<file path="config.mk">
export PLATFORM = sky130hd
export DESIGN_NAME = tile_stream_assembler
export DESIGN_NICKNAME = d
export VERILOG_FILES = /design/src/rtl/tile_pkg.sv /design/src/rtl/tile_stream_assembler.sv
export SDC_FILE = /design/constraint.sdc
export NUM_CORES = 2
export LEC_CHECK = 0
export CAP_MARGIN = 10
export CORE_AREA = 2 2 419 421
export CTS_CLUSTER_DIAMETER = 80
export DETAILED_ROUTE_END_ITERATION = 12
export DIE_AREA = 0 0 421 423
export GPL_ROUTABILITY_DRIVEN = 0
export PLACE_DENSITY = 0.53
export SYNTH_ARGS = -nofsm -noshare
export SYNTH_HDL_FRONTEND = slang
export SYNTH_SLANG_ARGS = --single-unit
</file>
<file path="constraint.sdc">
create_clock -name clk -period 58.9 [get_ports clk]
set_input_delay 11.78 -clock clk [delete_from_list [all_inputs] [get_ports clk]]
set_output_delay 11.78 -clock clk [all_outputs]
set_load 0.02 [all_outputs]
</file>
<file path="src/rtl/tile_pkg.sv">
// Shared tile geometry, tile array type and assembler state encoding.
package tile_pkg;

  localparam int TILE_ROWS  = 8;
  localparam int TILE_COLS  = 16;
  localparam int TILE_ELEMS = TILE_ROWS * TILE_COLS;
  localparam int TILE_IDX_W = $clog2(TILE_ELEMS);

  typedef logic [0:TILE_ROWS-1][0:TILE_COLS-1][7:0] tile_t;

  typedef enum logic [1:0] {
    IDLE,
    FILL,
    HOLD
  } tile_asm_state_e;

endpackage

</file>
<file path="src/rtl/tile_stream_assembler.sv">
// Assembles a row-major byte stream into a parallel tile plus tag and
// presents it downstream on a valid/ready handshake, flagging framing errors.
module tile_stream_assembler
  import tile_pkg::*;
#(
  parameter int ROWS   = TILE_ROWS,
  parameter int COLS   = TILE_COLS,
  parameter int DATA_W = 8,
  parameter int TAG_W  = 16
) (
  input  logic                                   clk,
  input  logic                                   rst,
  input  logic                                   s_valid,
  output logic                                   s_ready,
  input  logic [DATA_W-1:0]                      s_data,
  input  logic [TAG_W-1:0]                       s_tag,
  input  logic                                   s_last,
  output logic [0:ROWS-1][0:COLS-1][DATA_W-1:0]  tile_data,
  output logic [TAG_W-1:0]                       tile_tag,
  output logic                                   tile_valid,
  input  logic                                   tile_ready,
  output logic                                   err_frame
);

  localparam int IDX_W = $clog2(ROWS * COLS);
  localparam int COL_W = $clog2(COLS);
  localparam logic [IDX_W-1:0] LAST_IDX = IDX_W'(ROWS * COLS - 1);

  tile_asm_state_e r_state;
  tile_asm_state_e w_nextState;

  logic [IDX_W-1:0]                      r_cnt;
  logic [0:ROWS-1][0:COLS-1][DATA_W-1:0] r_tile;
  logic [TAG_W-1:0]                      r_tag;
  logic                                  r_err;

  logic                   w_accept;
  logic                   w_isLastIdx;
  logic                   w_short;
  logic                   w_long;
  logic [IDX_W-COL_W-1:0] w_row;
  logic [COL_W-1:0]       w_col;

  assign w_accept    = s_valid & s_ready;
  assign w_isLastIdx = (r_cnt == LAST_IDX);
  assign w_row       = r_cnt[IDX_W-1:COL_W];
  assign w_col       = r_cnt[COL_W-1:0];
  assign w_short     = w_accept & s_last & ~w_isLastIdx;
  assign w_long      = w_accept & ~s_last & w_isLastIdx;

  always_ff @(posedge clk or posedge rst) begin
    if (rst) begin
      r_state <= IDLE;
    end else begin
      r_state <= w_nextState;
    end
  end

  // A short tile drops straight back to IDLE; the final index always completes.
  always_comb begin
    w_nextState = r_state;
    case (r_state)
      IDLE: begin
        if (w_accept) begin
          if (w_isLastIdx) w_nextState = HOLD;
          else if (s_last) w_nextState = IDLE;
          else             w_nextState = FILL;
        end
      end
      FILL: begin
        if (w_accept) begin
          if (w_isLastIdx) w_nextState = HOLD;
          else if (s_last) w_nextState = IDLE;
        end
      end
      HOLD: begin
        if (tile_ready) w_nextState = IDLE;
      end
      default: w_nextState = IDLE;
    endcase
  end

  always_comb begin
    s_ready    = 1'b1;
    tile_valid = 1'b0;
    if (r_state == HOLD) begin
      s_ready    = 1'b0;
      tile_valid = 1'b1;
    end
  end

  // Byte writes and tag capture; the tag is only taken on the first byte.
  always_ff @(posedge clk or posedge rst) begin
    if (rst) begin
      r_cnt  <= '0;
      r_tile <= '0;
      r_tag  <= '0;
      r_err  <= 1'b0;
    end else begin
      r_err <= w_short | w_long;
      if (w_accept) begin
        r_tile[w_row][w_col] <= s_data;
        if (r_state == IDLE) r_tag <= s_tag;
        if (s_last || w_isLastIdx) r_cnt <= '0;
        else                       r_cnt <= r_cnt + 1'b1;
      end
    end
  end

  assign tile_data = r_tile;
  assign tile_tag  = r_tag;
  assign err_frame = r_err;

endmodule

</file>
== Word level (Yosys, flattened, before mapping) ==
Index checks and enable logic that the tools add are counted.
Cells by class
  equality and inequality tests: 7
  add/subtract/negate cells: 1
  bitwise operators: 10
  muxes and demuxes: 16
  magnitude comparators: 4
  multipliers: 0
  reductions and logical operators: 6
  divide/modulo/power cells: 0
  shift operators: 0
Operators by type and width (count)
  bitwise mux 1024 bit: 1
  demux 128 bit (select 3 bit): 1
  2-to-1 mux 128 bit: 1
  demux 8 bit (select 4 bit): 1
  2-to-1 mux 2 bit: 6
  2-to-1 mux 8 bit: 1
  adder 7 x 1 -> 7 bit, second input constant: 1
  equality test 7 bit, second input constant: 1
  2-to-1 mux 7 bit: 1
  inequality test 2 bit, second input constant: 3
  one-hot mux 2 bit (3 select lines): 1
  bitwise AND 1 bit: 5
  greater-or-equal comparator 5 bit, second input constant: 1
  less-than comparator 5 x 1 -> 1 bit, second input constant: 1
  inverter 4 -> 5 bit: 1
  greater-or-equal comparator 4 bit, second input constant: 1
  less-than comparator 4 x 1 -> 1 bit, second input constant: 1
  inverter 3 -> 4 bit: 1
  AND reduction 4 bit: 1
  2-to-1 mux 1 bit: 3
  inequality test 3 bit, second input constant: 1
  equality test 2 x 1 -> 1 bit, second input constant: 1
  equality test 2 bit, second input constant: 1
  logical AND 1 bit: 2
  other kinds (5): 6
Storage, ports and cells
  memory bits (writable): 0
  memories kept: 0
  word-level logic and storage cells: 176
  output and inout port bits: 1043
  input port bits: 29
  ROM bits: 0
  bits in latches: 0
  flip-flop bits (word level): 1050

== Logic depth before layout (Yosys ltp) ==
  word-level depth: 8
  gate-level depth with buffers: 7

== Least setup slack after synthesis ==
No wires, ideal clock.
  path kind: input-to-reg
  start: input s_valid
  end: register r_tile (netlist bit tile_data[128])
  path slack: 45.575 ns
  data required time: 58.775 ns
  arrival: 13.200 ns
  path buffers: 2
  stages on the path: 6
  path through: buf_4 -> and2_1 -> buf_2 -> nand4_2 -> nor2_2 -> mux2_2
Between the ends
  word-level cells in the longest chain between the ends: 1
RTL lines
  start, declared: RTL line tile_stream_assembler.sv:13  | input logic s_valid,
  bitwise AND 1 bit: RTL line tile_stream_assembler.sv:44  | assign w_accept = s_valid & s_ready;
  end signal, assigned by index: RTL line tile_stream_assembler.sv:102  | r_tile[w_row][w_col] <= s_data;
  end, declared: RTL line tile_stream_assembler.sv:33  | logic [0:ROWS-1][0:COLS-1][DATA_W-1:0] r_tile;
Every way passes these cells.
A chain may end at the register's enable or synchronous reset.

==> reports/results.ini <==
[detailed_routing]
top_layer = met4
wirelength_mm = 163
wl_met2_mm = 84.0
route.vias.total = 25500
routed-wl-met3_mm = 8.37
wl_met1_mm = 61.7
ant_nets = 0
dr.pass1.iters = 5
drc_errors = 0
drtIter0Drc = 1287
viasPerCell = 4.27
wl_per_cell_um = 27.3

[worst_setup_path]
crit_path_end = tile_data[824]
cp_max_fo = 113
r2r_cells = 4
r2r-end = tile_data[699]
crit_required_ps = 59620
path_class = input pin to asynchronous set/reset pin
r2r_setup_slack_ps = 55450
cp-end-kind = asynchronous set/reset pin
rr_startpoint = r_cnt[2]
arrival_ps = 15480
start_kind = input pin
startpoint = rst

[logic_synthesis]
postSynthCellCount = 2455
ys_seq_area_frac = 0.655
synth_top_area_cell = dfrtp_1
yosysWarnings = 0
synthesis.area_sq_mm = 0.0401
ys_seq_elements = 1050
syn_nets = 2488
ys_types = 45
syn_area_per_cell_sq_um = 16.3
yosysTopAreaCellShare = 0.655
synthTopCellsByArea = dfrtp_1 66%, mux2_2 28%, nor2_2 1.1%

[global_routing]
antenna_found_initial = 8
grt_pass1_wl_mm = 223
grt_pass1_vias = 26200
track_usage = 0.178
overflow = 0
grt_max_degree = 160

[placed_design]
hpwl_mm = 115
io_buffers = 1071

[worst_hold_path]
holdCritPathClass = flip-flop to flip-flop

[sta]
post-route-period-util = 0.251
worst_pin_slew_ps = 1220
finalHoldViolCount = 0
rsz0062_at_grt = no
slew_violations = 0
slew_headroom = 0.184
fin_skew_ps = 25.3
setup_tns_ps = 0
post-route-min-period_ps = 14760
setup_viol_count_final = 0
fmax_mhz = 67.8
hold_ws_ps = 469

[cells_and_area]
area_growth_pct = 43.5
layout-drive-gt1-share = 0.376
fillers = 17100
multi_input_area_sq_mm = 0.0132
ff_latch_area_sq_mm = 0.0263
nets = 3577

[power]
ir_worst_vdd_mv = 0.0279
p_leak_uw = 0.0267
powerDensity_mw_per_mm2 = 28.9

[floorplan]
rows = 153
start_util = 0.232
dieArea_sq_mm = 0.178
fp.dieH_um = 423
core_region_area_sq_mm = 0.173
io_pins = 1072
die_w_um = 421

[clock_tree]
tritoncts = yes
cts_setup_buffers = 0
clk_pin_slew_worst_paths_ps = 60
htreeDepth = 3
ctsRootBufferMaster = clkbuf_16
insertion_delay_ps = 760
cts.hold.buffers_added = 0
cts_resized = 0
cts_buffer_depth = 3
numCtsBuffers = 121
cts.sinks = 1050

[outcome]
status = completed

[job]
maxCapViolations = 0

-- per-stage QoR --
step / utilization / instance area, sq um / setup slack (ps) / total power, uW / cells
after floorplan: - / 40100 / 17570 / 832 / 2455
after global placement: 0.309 / 53500 / 43170 / 903 / 5746
after detailed placement: 0.309 / 53500 / 43130 / 904 / 5746
after CTS: 0.332 / 57600 / 44010 / 1690 / 5964
after global routing: 0.332 / 57600 / 43590 / 1730 / 5967
final: 0.332 / 57600 / 44140 / 1660 / 5970
-- report_power, final --
group	total [uW]	internal [uW]	switching, uW
sequential	753	742	11.2
clock	773	449	323
combinational	135	52.8	82.5
-- Yosys cell counts, drive strengths merged --
cell    count
a21oi       1
a41oi       1
and2        2
and3        1
and3b       2
and4        6
buf        31
clkbuf    115
dfrtp    1050
ha          4
inv         5
mux2     1040
mux2i       2
nand2      49
nand2b      2
nand3       6
nand3b      2
nand4      14
nor2       99
nor2b       1
nor3        3
nor3b       2
nor4        1
o21ai       4
o22a        1
o32ai       1
or2         1
or3         3
or3b        2
or4         1
or4b        1
xnor2       1
xor2        1
-- metal layers --
layer / global-route usage / up-vias
li1: - / 10800
met1: 0.200 / 13700
met2: 0.314 / 725
met3: 0.0412 / 255
met4: 0.0937 / 0
met5: 0 / -
-- how the worst min path moves through the flow --
stage	start	cells after the start	to
final	r_state[1]	1	r_state[0]
after global routing	r_state[1]	1	r_state[0]
after CTS	r_state[1]	1	r_state[0]
after detailed placement	r_state[1]	1	r_state[0]
after global placement	r_state[1]	1	r_state[0]
after floorplan	r_state[1]	1	r_state[0]
-- cell usage in the layout, fill, tap and decap left out, drive strengths merged, types with 14 or more instances in the layout --
| master | n |
|---|---|
| buf | 49 |
| nand4 | 14 |
| inv | 15 |
| nor2 | 99 |
| clkinv | 24 |
| clkbuf | 174 |
| dfrtp | 1050 |
| mux2 | 1040 |
| nand2 | 49 |
| clkdlybuf4s50 | 1063 |
-- kinds of logic after synthesis --
kind of cell               after synthesis  share of synthesized area
adders and majority gates                4                    0.00125
DFF                                   1050                      0.655
AOI/OAI and AO/OA                        8                    0.00128
muxes                                 1042                      0.292
xor gates and xnor gates                 2                   0.000437
buffers and inverters                  151                     0.0153
and+or+nand+nor                        198                     0.0342
-- critical path: stages --
cell             delay (ps)
clkdlybuf4s50_1         490
inv_8                   580
buf_4                   680
buf_4                   740
buf_4                   930
-- flip-flops by register name, summed over array words and instances, names as in the netlist --
| signal | count |
|---|---|
| tile_data | 1024 |
| tile_tag | 16 |
| r_cnt | 7 |
| r_state | 2 |
| err_frame | 1 |
-- final cells by class --
type,instances,area share
sequential,1050,0.456
timing repair buffer,1112,0.192
inverter,5,0.000456
clock buffer,174,0.0615
tap,2325,0.0505
clock inverter,44,0.00950
multi-input combinational,1254,0.230
antenna,6,0.000261
Power figures use the tool's default switching activity.
